## src/rtl/keypad_scanner.sv

```systemverilog
// 4x4 hex keypad scanner: walks an active-low column strobe on each clken tick, debounces
// whole-frame results and emits one code per press. Define KEYPAD_ENTRY_EN for the 16-bit entry register.
module keypad_scanner #(
  parameter int DEBOUNCE_SCANS = 4,
  parameter int SYNC_STAGES    = 2
) (
  input  logic        clk,
  input  logic        rst,
  input  logic        clken,
  input  logic [3:0]  row,
  output logic [3:0]  col,
  output logic [3:0]  key_code,
  output logic        key_valid,
  output logic        key_held,
  input  logic        clr,
  output logic [15:0] value
);

  typedef enum logic [1:0] {IDLE, DEBOUNCE, PRESSED, RELEASE} state_e;

  localparam logic [3:0] DEB = 4'(DEBOUNCE_SCANS);

  function automatic logic [3:0] code_of(input logic [1:0] r, input logic [1:0] c);
    case ({r, c})
      4'h0: code_of = 4'h1;  4'h1: code_of = 4'h2;  4'h2: code_of = 4'h3;  4'h3: code_of = 4'hA;
      4'h4: code_of = 4'h4;  4'h5: code_of = 4'h5;  4'h6: code_of = 4'h6;  4'h7: code_of = 4'hB;
      4'h8: code_of = 4'h7;  4'h9: code_of = 4'h8;  4'hA: code_of = 4'h9;  4'hB: code_of = 4'hC;
      4'hC: code_of = 4'h0;  4'hD: code_of = 4'hF;  4'hE: code_of = 4'hE;  default: code_of = 4'hD;
    endcase
  endfunction

  logic [SYNC_STAGES-1:0][3:0] sync_q, sync_d;
  logic [1:0] col_idx_q, col_idx_d;
  logic [3:0] col_q, col_d;
  logic [1:0] acc_n_q, acc_n_d;       // pressed bits so far this frame, saturating at 2 (MULTI)
  logic [3:0] acc_code_q, acc_code_d;
  state_e     state_q, state_d;
  logic [3:0] cnt_q, cnt_d;
  logic [3:0] cand_q, cand_d;
  logic [3:0] key_code_q, key_code_d;
  logic       key_valid_q, key_valid_d;
  logic       key_held_q, key_held_d;

  logic [3:0] pressed;
  logic [2:0] col_n, sum_n;
  logic [1:0] ridx, tot_n;
  logic [3:0] tot_code;

  always_comb begin
    // NOTE: every signal assigned here gets a default first, so no path can infer a latch.
    sync_d      = {sync_q[SYNC_STAGES-2:0], row};
    col_idx_d   = col_idx_q;
    col_d       = col_q;
    acc_n_d     = acc_n_q;
    acc_code_d  = acc_code_q;
    state_d     = state_q;
    cnt_d       = cnt_q;
    cand_d      = cand_q;
    key_code_d  = key_code_q;
    key_valid_d = 1'b0;
    key_held_d  = key_held_q;

    pressed = ~sync_q[SYNC_STAGES-1];
    col_n   = 3'd0;
    ridx    = 2'd0;
    for (int r = 0; r < 4; r++) begin
      if (pressed[r]) begin
        col_n = col_n + 3'd1;
        ridx  = 2'(r);
      end
    end
    sum_n    = {1'b0, acc_n_q} + col_n;
    tot_n    = (sum_n >= 3'd2) ? 2'd2 : sum_n[1:0];
    tot_code = (acc_n_q != 2'd0) ? acc_code_q : code_of(ridx, col_idx_q);

    if (clken) begin
      col_idx_d = col_idx_q + 2'd1;
      col_d     = ~(4'b0001 << col_idx_d);
      if (col_idx_q != 2'd3) begin
        acc_n_d    = tot_n;
        acc_code_d = tot_code;
      end else begin
        acc_n_d    = 2'd0;
        acc_code_d = 4'h0;
        case (state_q)
          IDLE: if (tot_n == 2'd1) begin
            cand_d = tot_code;
            cnt_d  = 4'd1;
            if (DEB == 4'd1) begin
              state_d     = PRESSED;
              key_code_d  = tot_code;
              key_valid_d = 1'b1;
              key_held_d  = 1'b1;
            end else begin
              state_d = DEBOUNCE;
            end
          end
          DEBOUNCE: if (tot_n == 2'd1 && tot_code == cand_q) begin
            cnt_d = cnt_q + 4'd1;
            if (cnt_d == DEB) begin
              state_d     = PRESSED;
              key_code_d  = cand_q;
              key_valid_d = 1'b1;
              key_held_d  = 1'b1;
            end
          end else begin
            state_d = IDLE;
          end
          PRESSED: if (tot_n == 2'd0) begin
            cnt_d = 4'd1;
            if (DEB == 4'd1) begin
              state_d    = IDLE;
              key_held_d = 1'b0;
            end else begin
              state_d = RELEASE;
            end
          end
          RELEASE: if (tot_n == 2'd0) begin
            cnt_d = cnt_q + 4'd1;
            if (cnt_d == DEB) begin
              state_d    = IDLE;
              key_held_d = 1'b0;
            end
          end else begin
            state_d = PRESSED;
          end
          default: state_d = IDLE;
        endcase
      end
    end
  end

  // NOTE: sequential state is only ever updated with non-blocking assignments.
  always_ff @(posedge clk or negedge rst) begin
    if (!rst) begin
      sync_q      <= '1;
      col_idx_q   <= 2'd0;
      col_q       <= 4'b1110;
      acc_n_q     <= 2'd0;
      acc_code_q  <= 4'h0;
      state_q     <= IDLE;
      cnt_q       <= 4'd0;
      cand_q      <= 4'h0;
      key_code_q  <= 4'h0;
      key_valid_q <= 1'b0;
      key_held_q  <= 1'b0;
    end else begin
      sync_q      <= sync_d;
      col_idx_q   <= col_idx_d;
      col_q       <= col_d;
      acc_n_q     <= acc_n_d;
      acc_code_q  <= acc_code_d;
      state_q     <= state_d;
      cnt_q       <= cnt_d;
      cand_q      <= cand_d;
      key_code_q  <= key_code_d;
      key_valid_q <= key_valid_d;
      key_held_q  <= key_held_d;
    end
  end

  assign col       = col_q;
  assign key_code  = key_code_q;
  assign key_valid = key_valid_q;
  assign key_held  = key_held_q;

`ifdef KEYPAD_ENTRY_EN
  logic [15:0] value_q, value_d;

  always_comb begin
    value_d = value_q;
    if (clr)              value_d = 16'h0000;
    else if (key_valid_q) value_d = {value_q[11:0], key_code_q};
  end

  always_ff @(posedge clk or negedge rst) begin
    if (!rst) value_q <= 16'h0000;
    else      value_q <= value_d;
  end

  assign value = value_q;
`else
  logic unused_clr;
  assign unused_clr = clr;
  assign value      = 16'h0000;
`endif

endmodule
```

## config.mk

```make
export PLATFORM = sky130hd
export DESIGN_NAME = keypad_scanner
export DESIGN_NICKNAME = d
export VERILOG_FILES = /design/src/rtl/keypad_scanner.sv
export SDC_FILE = /design/constraint.sdc
export NUM_CORES = 1
export LEC_CHECK = 0
export BUFFER_PORTS_ARGS = -buffer_cell sky130_fd_sc_hd__buf_2
export CORE_UTILIZATION = 61
export DETAILED_ROUTE_END_ITERATION = 10
export MAX_ROUTING_LAYER = met4
export PLACE_DENSITY = 0.94
export SLEW_MARGIN = 0
export SYNTH_ARGS = -nofsm -noshare
export SYNTH_HDL_FRONTEND = slang
export SYNTH_SLANG_ARGS = --single-unit
```

## constraint.sdc

```tcl
create_clock -name clk -period 7.4 [get_ports clk]
set_input_delay 0.37 -clock clk [delete_from_list [all_inputs] [get_ports clk]]
set_output_delay 0.37 -clock clk [all_outputs]
set_load 0.005 [all_outputs]
```

==> flow_summary.toml <==
[outcome]
outcome = "finished, final reports clean"

[pwr]
p_leak_nw = 1.04
ir_drop_v = 0.000200
powerDensity_nw_per_um2 = 361

[clock_network]
cts_sinks = 36
clk_path_buf_depth = 2
clockRootBuffer = "clkbuf_4"
hold_buffers = 0
numCtsBuffers = 5
post_cts_buffers = 0
cts_htree_levels = 2
clkSlewWorstSetupHoldPaths_ps = 110
cts_resized = 0
cts_tree = "built"
insertion_delay_ps = 340

[floorplanning]
fp.dieW_um = 61.6
initial_core_util_pct = 64.5
io_pins = 34
die_area_um2 = 3800
die_h_um = 61.6
core_area_um2 = 3360
rows = 21

[critical_path]
start_kind = "flop"
cp_max_fo = 8
worstSetupPathType = "flop to flop"
end_kind = "flop"
cp.arrival_ps = 4250
required_ps = 7620

[route]
drt_iter0_drc = 135
routedWlPerCell_um = 15.1
wl_um = 4150
postRouteAntennaNets = 0
dr.pass1.iters = 5
viasPerCell = 5.99
drc = 0
vias = 1641

[sta]
post-route-min-period_ps = 4040
fmax_ghz = 0.248
worst_pin_slew_ps = 763
whs_ps = 82.7
finalCritPeriodShare_pct = 54.6
slew_headroom_pct = 49.1
finalHoldViolations = 0
setup_tns_ps = 0
setup_viol = 0
slew_viol_final = 0
finClkSkew_ps = 11.6
rsz0062_at_grt = "no"

[synth]
synthTopCellsByCount = "dfrtp_1, buf_4, nand2_1"
ys_seq_elements = 36
synthTopCellsByArea = "dfrtp_1, dfstp_2, ha_1, buf_4, mux2_2"
synth.most_common_cell = "dfrtp_1"
synthFlopType = "dfrtp_1"
yosysSeqAreaShare_pct = 42.2
yosysTopAreaCell = "dfrtp_1"
syn_area_um2 = 2170
yosysWarningCount = 0
syn_avg_cell_area_um2 = 10.1
yosysUniqueCellTypes = 57
synthCells = 214
synth_top_cell_area_share_pct = 28.9
synth-edff-count = 0
synthArstFlopShare_pct = 100

[finish]
nNetsFinal = 247
fillCellCount = 281
drive_gt1_share_pct = 20.6
antenna_cells = 0
syn_to_final_growth_pct = 4.10

[placed_design]
place.gp.congestion = 0.867
portBuffers = 16
place_hpwl_um = 2940

[grt]
grt_usage_pct = 26.0
antenna_found_initial = 0
grt_pass1_wl_um = 6760
gr-total-overflow = 0
grt_pass1_vias = 1541
grt_max_degree = 37

[flow_run]
cap_viol_max_count = 0

[worst_hold_path]
hold_class = "primary input to async pin"
logic make-up after synthesis:
group | Yosys count | share of synthesized area [%]
buffers and inverters | 35 | 9.46
adder cells (fa/ha/maj) | 12 | 7.27
multiplexers | 6 | 3.12
XOR/XNOR | 7 | 3.46
AO/OA/AOI/OAI | 56 | 18.4
AND/OR/NAND/NOR | 61 | 16.0
other | 1 | 0.173
flip-flops | 36 | 42.2
cell usage in the layout, fill, tap and decap left out, types with 4 or more instances in the layout:
cell type | synthesis | final
nand2_1 | 16 | 16
nor3_1 | 4 | 4
nor2_1 | 7 | 7
a21o_1 | 4 | 4
a21oi_1 | 8 | 8
nand2b_1 | 7 | 7
dfstp_2 | 11 | 11
buf_2 | 2 | 16
nand3_1 | 6 | 6
inv_1 | 10 | 10
o2bb2ai_1 | 4 | 4
clkbuf_4 | 0 | 5
conb_1 | 1 | 16
dfrtp_1 | 25 | 25
nor2b_1 | 4 | 4
o21ai_0 | 13 | 13
mux2_2 | 6 | 6
a211oi_1 | 5 | 5
xor2_1 | 4 | 4
ha_1 | 11 | 11
sequential cells by signal, summed over array words and instances (netlist names):
name        count
cnt_q           4
acc_code_q      4
key_held        1
state_q         2
key_valid       1
sync_d          4
col_idx_q       2
cand_q          4
col             4
sync_q          4
acc_n_q         2
key_code        4
stage by stage:
| step | utilization (%) | instances | total power (W) | setup slack, ps | cell area, um2 |
|---|---|---|---|---|---|
| finish | 67.1 | 274 | 0.000814 | 3360 | 2260 |
| floorplan | - | 229 | 0.000606 | 3710 | 2220 |
| CTS | 67.1 | 274 | 0.000806 | 3400 | 2260 |
| detailed placement | 65.3 | 266 | 0.000692 | 3420 | 2190 |
| global placement | 65.3 | 266 | 0.000664 | 3480 | 2190 |
| global route | 67.1 | 274 | 0.000876 | 3160 | 2260 |
per-layer routing:
layer	track usage [%]	routed length (um)	vias up
met5	-	0	-
met4	13.7	104	0
met3	6.51	269	16
met2	41.6	2040	87
met1	30.0	1730	775
li1	-	-	763
worst max-delay path, stage by stage (launching register included):
cell and delay (ps):
dfstp_2 590, inv_1 70, ha_1 300, xnor2_1 240
ha_1 270, mux2_2 280, fa_1 390, xnor3_1 400
nor2b_1 460, nand4_1 210, nor4_1 470, nor2b_1 90
a2bb2oi_1 160
power breakdown:
part           switching [W]  leakage [nW]  internal (W)
Clock              0.0000671        0.0315     0.0000465
Sequential         0.0000671         0.429      0.000255
Combinational       0.000233         0.577      0.000146
final cells by class:
| cell class | count | area, um2 | share of cell area (%) |
|---|---|---|---|
| Sequential cell | 36 | 915 | 40.5 |
| Timing Repair Buffer | 16 | 80.1 | 3.55 |
| Multi-Input combinational cell | 158 | 1100 | 48.9 |
| Tap cell | 46 | 57.6 | 2.55 |
| Clock buffer | 7 | 55.1 | 2.44 |
| Clock inverter | 1 | 7.51 | 0.333 |
| Inverter | 10 | 37.5 | 1.66 |
final timing paths:
check,start,endpoint,slack [ps],cells past startpoint
worst max-delay path,sync_q[5],cnt_q[0],3360,12
worst min-delay path,rst,acc_n_q[1],80,1
worst max register to register,sync_q[5],cnt_q[0],3360,12
worst min register to register,sync_d[6],sync_q[6],360,0
max in group asynchronous,rst,cnt_q[2],6830,1
min in group clk,row[3],sync_d[7],120,1
(Power assumes the default switching activity.)
